===== src/rtl/vending_machine.sv =====
// Single-product coin vending controller: price Rs 3, accepts Rs 1 / Rs 2 coins.
// Mealy decision logic on (credit state, coin) with every output registered.
module vending_machine (
  input  logic       clk,
  input  logic       rst,
  input  logic [1:0] in,
  output logic       out,
  output logic [1:0] change
);

  typedef enum logic [1:0] {
    S0    = 2'b00,
    S1    = 2'b01,
    S2    = 2'b10,
    S_BAD = 2'b11
  } state_e;

  localparam logic [1:0] COIN_NONE = 2'b00;
  localparam logic [1:0] COIN_1    = 2'b01;
  localparam logic [1:0] COIN_2    = 2'b10;

  localparam logic [1:0] RS_0 = 2'd0;
  localparam logic [1:0] RS_1 = 2'd1;
  localparam logic [1:0] RS_2 = 2'd2;

  state_e     state_q, state_d;
  logic       out_q, out_d;
  logic [1:0] change_q, change_d;

  always_comb begin
    // NOTE: every output of this block gets a default first, so no path can infer a latch.
    state_d  = state_q;
    out_d    = 1'b0;
    change_d = RS_0;

    // An invalid coin code (2'b11) falls to the inner defaults: credit and state unchanged.
    case (state_q)
      S0: begin
        case (in)
          COIN_1:  state_d = S1;
          COIN_2:  state_d = S2;
          default: ;
        endcase
      end
      S1: begin
        case (in)
          COIN_NONE: begin
            state_d  = S0;
            change_d = RS_1;
          end
          COIN_1: state_d = S2;
          COIN_2: begin
            state_d = S0;
            out_d   = 1'b1;
          end
          default: ;
        endcase
      end
      S2: begin
        case (in)
          COIN_NONE: begin
            state_d  = S0;
            change_d = RS_2;
          end
          COIN_1: begin
            state_d = S0;
            out_d   = 1'b1;
          end
          COIN_2: begin
            state_d  = S0;
            out_d    = 1'b1;
            change_d = RS_1;
          end
          default: ;
        endcase
      end
      default: state_d = S0;
    endcase
  end

  // NOTE: sequential state uses non-blocking assignments so all flops update together.
  always_ff @(posedge clk or posedge rst) begin
    if (rst) begin
      state_q  <= S0;
      out_q    <= 1'b0;
      change_q <= RS_0;
    end else begin
      state_q  <= state_d;
      out_q    <= out_d;
      change_q <= change_d;
    end
  end

  assign out    = out_q;
  assign change = change_q;

endmodule


===== config.mk =====
export PLATFORM = sky130hd
export DESIGN_NAME = vending_machine
export DESIGN_NICKNAME = d
export VERILOG_FILES = /design/src/rtl/vending_machine.sv
export SDC_FILE = /design/constraint.sdc
export NUM_CORES = 1
export LEC_CHECK = 0
export ABC_CLOCK_PERIOD_IN_PS = 3790
export BUFFER_PORTS_ARGS = -buffer_cell sky130_fd_sc_hd__buf_2
export CAP_MARGIN = 0
export CORE_AREA = 2 2 39 41
export CTS_BUF_LIST = sky130_fd_sc_hd__clkbuf_4
export CTS_CLUSTER_SIZE = 24
export DETAILED_ROUTE_END_ITERATION = 12
export DIE_AREA = 0 0 41 43
export PLACE_DENSITY = 0.53
export SYNTH_ARGS = -nofsm -noshare
export SYNTH_HDL_FRONTEND = slang
export SYNTH_SLANG_ARGS = --single-unit

===== constraint.sdc =====
create_clock -name clk -period 3.79 [get_ports clk]
set_clock_uncertainty 0.15 [all_clocks]
set_input_delay 0.1895 -clock clk [delete_from_list [all_inputs] [get_ports clk]]
set_output_delay 0.1895 -clock clk [all_outputs]
set_load 0.02 [all_outputs]

### Word-level counts from Yosys, hierarchy flattened

Index checks and enable logic that the tools add are counted.

| storage, ports and cells | value |
|---|---|
| register bits after elaboration | 5 |
| output and inout port bits | 3 |
| input bits | 4 |

| cells by class | value |
|---|---|
| eq/ne operators | 7 |
| mux-type cells | 10 |
| reduce and logical (&&, ||, !) cells | 6 |

Operators with widths:

| kind | count |
|---|---|
| $pmux W2 S2 | 4 |
| $ne A3 B3 Y1 const B | 2 |
| $pmux W2 S3 | 1 |
| $eq A2 B1 Y1 const B | 2 |
| $eq A2 B2 Y1 const B | 2 |
| $logic_not A2 Y1 | 2 |
| $reduce_or A2 Y1 | 2 |
| $mux W1 | 3 |
| $reduce_and A3 Y1 | 1 |
| $reduce_or A3 Y1 | 1 |
| $mux W2 | 1 |
| $ne A2 B2 Y1 const B | 1 |
| $pmux W1 S2 | 1 |

### Depth between registers and ports, before layout

| logic depth | value |
|---|---|
| depth in word-level cells | 4 |
| mapped depth | 5 |
| mapped depth without buffers | 5 |

### Worst setup path before layout

No wires, ideal clock.

| path | value |
|---|---|
| kind | reg-to-reg |
| start | register state_q[0] |
| end | register state_q[0] |
| arrival time | 1.054 ns |
| slack | 2.507 ns |
| required time | 3.561 ns |
| setup time | 0.079 ns |
| cell stages (with the launch flop) | 6 |
| period minus slack after synthesis | 1.283 ns |
| cells stage by stage | dfrtp_1 -> inv_1 -> ha_1 -> inv_1 -> o21ai_2 -> mux2i_1 |

| on the way | value |
|---|---|
| word-level cells in the longest chain between the ends | 3 |

Ends and longest elaborated chain:

| what | line | RTL |
|---|---|---|
| start, declared | 26 | `state_e state_q, state_d;` |
| start signal, assigned | 88 | `state_q <= state_d;` |
| $eq A2 B1 Y1 (tied with other cells) | 37 | `case (state_q)` |
| $ne A3 B3 Y1 (no line) or $ne A2 B2 Y1 (tied branches) | - |  |
| $reduce_and A3 Y1 (no line) | - |  |

Several ways; a longest one is shown, not always the timed one.
A chain may end at the register's enable or synchronous reset.

### Worst setup path in the final report

Same ends and word-level chain as after synthesis.

==> results.txt <==
Ys Warns = 0
Synth Area in Compound Gates = 11.1%
CTS Buf Count = 3
Arr. time, crit path = 1420 ps
Synth Instances = 31
largest area contributor in the netlist = dfrtp_1
Post-DP HPWL = 490 um
CTS H-Tree Depth = 1
XOR/XNOR Fraction of Synth Area = 0%
PD cells = 614 nW/um2
Relative slew margins = 86.5%
drt wl/cell = 9.95 um
initial antenna violation count = 0
Clock Power Share = 25.7%
share of cells above drive strength 1 = 28.6%
Die Ht = 43 um
vias in the first global route = 256
Remaining DRCs = 0
post-layout worst setup margin = 2370 ps
RSZ-0062 raised after global routing = no
Synth top area share = 36.9%
max cap viols = 0
Comb pwr share = 45.0%
n_diodes = 0
post-synthesis adder-cell area fraction = 29.5%
grt total ovfl = 0
CTS sink count = 5
First-pass DRT Iterations = 4
worst-case clock buffer depth = 2
Syn Nets = 43
mux cell area share after synthesis = 5.90%
worst slew pin tran = 202 ps
setup TNS = 0 ps
most frequent cells in the layout = ha_1, inv_1, buf_2, dfrtp_1, clkbuf_4
drt initial violations = 8
Crit Path Category = reg2reg
Area growth syn-to-layout = 26.6%
first-pass GRT wire length = 1010 um
leading cell type in the layout, fill and taps excluded = ha_1
Clk Latency, worst-skew pair = 240 ps
clk root buf = clkbuf_4
post-synthesis cell type count = 11
drt via density = 4.22
Final Hold Fails = 0
Core ar. = 1380 um2
Setup WS pre-CTS = 2370 ps
syn avg cell area = 10.9 um2
VDD IR max = 0.185 mV
IO Pins = 7
# setup viols final = 0
Data required, critical path = 3790 ps
dpl cell area = 389 um2
GRT Util Overall = 9.43%
min cycle time layout = 1420 ps
post_cts resized = 0
Int Power = 169 uW
Nets = 55
# rows = 14
largest cells by area after synthesis = dfrtp_1, ha_1, inv_1, mux2i_1, o21ai_2
NetSw = 94.3 uW
design area = 429 um2
post-synthesis cell area = 339 um2
main combinational cell family by area after synthesis = adder cells
die area = 1760 um2
sequential power share = 29.3%
pin count of the biggest net entering global routing = 6
post-synthesis sequential area ratio = 36.9%
Die Width = 41 um
# Post-CTS Setup Buffers = 0
final wirelength = 577 um
Via Count = 245
TritonCTS clock tree = built
Pwr Total = 264 uW
Leak = 0.000238 uW
Worst setup EP type = flip-flop
Initial Util = 24.5%
CP Launch Type = flip-flop
synthesized flop and latch total = 5
status = completed
routability cong. = 0.771
simple-gate share of the synthesized area = 9.96%
Tcrit/Tclk final = 37.4%
hold_ws = 242 ps
Post-DRT Antenna Nets = 0
Max Slew Vio Count = 0
Port Buffer Count = 6
fillers = 155
CTS clk-pin slew, worst paths = 40 ps
switching share of power = 35.8%
crit-path max FO = 4
fmax = 0.706 GHz
Worst Hold Class = in2async
cts hold-fix bufs = 1
final cells by class:
cell class | count | area, um2 | share of cell area [%]
Tap cell | 16 | 20.0 | 4.66
Inverter | 6 | 22.5 | 5.25
Multi-Input combinational cell | 20 | 191 | 44.6
Clock buffer | 4 | 30.0 | 7.00
Sequential cell | 5 | 125 | 29.2
Timing Repair Buffer | 7 | 40.0 | 9.33
cell usage after synthesis:
| master | n |
|---|---|
| ha_1 | 8 |
| inv_1 | 6 |
| dfrtp_1 | 5 |
| a22oi_1 | 2 |
| mux2i_1 | 2 |
| nor2b_1 | 2 |
| o21ai_2 | 2 |
| a21oi_1 | 1 |
| and3_1 | 1 |
| nor3b_1 | 1 |
| or2b_1 | 1 |
sequential cells by signal, summed over array words and instances, names as in the netlist:
name / cells
change: 2
out: 1
state_q: 2
critical path, cell delays in order, from the launching register on:
cell	delay [ps]
dfrtp_1	390
inv_1	140
ha_1	200
inv_1	60
o21ai_2	180
mux2i_1	220
per-stage QoR:
stage,utilization [%],instances
after floorplan,-,31
after global placement,28.1,53
after detailed placement,28.1,53
after CTS,31.0,58
after global routing,31.0,58
final,31.0,58
kinds of logic (layout without fill, tap and decap cells):
logic type               after synthesis  after routing
multiplexers                           2              2
flip-flops                             5              5
adder cells (fa/ha/maj)                8              8
buffers and inverters                  6             17
AND/OR/NAND/NOR                        5              5
AO/OA/AOI/OAI                          5              5
power groups by stage:
| stage | clock network (uW) | registers [uW] | logic, uW |
|---|---|---|---|
| final | 67.7 | 77.2 | 119 |
| after CTS | 72.1 | 77.3 | 120 |
| after global placement | 0 | 77.4 | 119 |
| after floorplan | 0 | 84.4 | 83.2 |
| after detailed placement | 0 | 78.1 | 119 |
| after global routing | 77.1 | 80.7 | 133 |
per-layer routing:
layer	GRT usage, %	vias to the layer above	wire length (um)
met2	12.2	8	269
met1	10.9	111	263
met5	0	-	0
met3	0	2	22
li1	-	124	-
met4	14.0	0	21
path summary, 6_finish.rpt:
check	startpoint	to	slack (ps)	depth (start not counted)
setup / recovery	state_q[0]$_DFFE_PP0P_	state_q[0]$_DFFE_PP0P_	2370	5
min in group clk	in[0]	state_q[1]$_DFFE_PP0P_	320	5
hold / removal	rst	change[0]$_DFF_PP0_	240	3
max in group asynchronous	rst	state_q[0]$_DFFE_PP0P_	3070	3
setup reg to reg	state_q[0]$_DFFE_PP0P_	state_q[0]$_DFFE_PP0P_	2370	5
hold reg to reg	state_q[1]$_DFFE_PP0P_	state_q[1]$_DFFE_PP0P_	510	2
(Power assumes the default switching activity.)
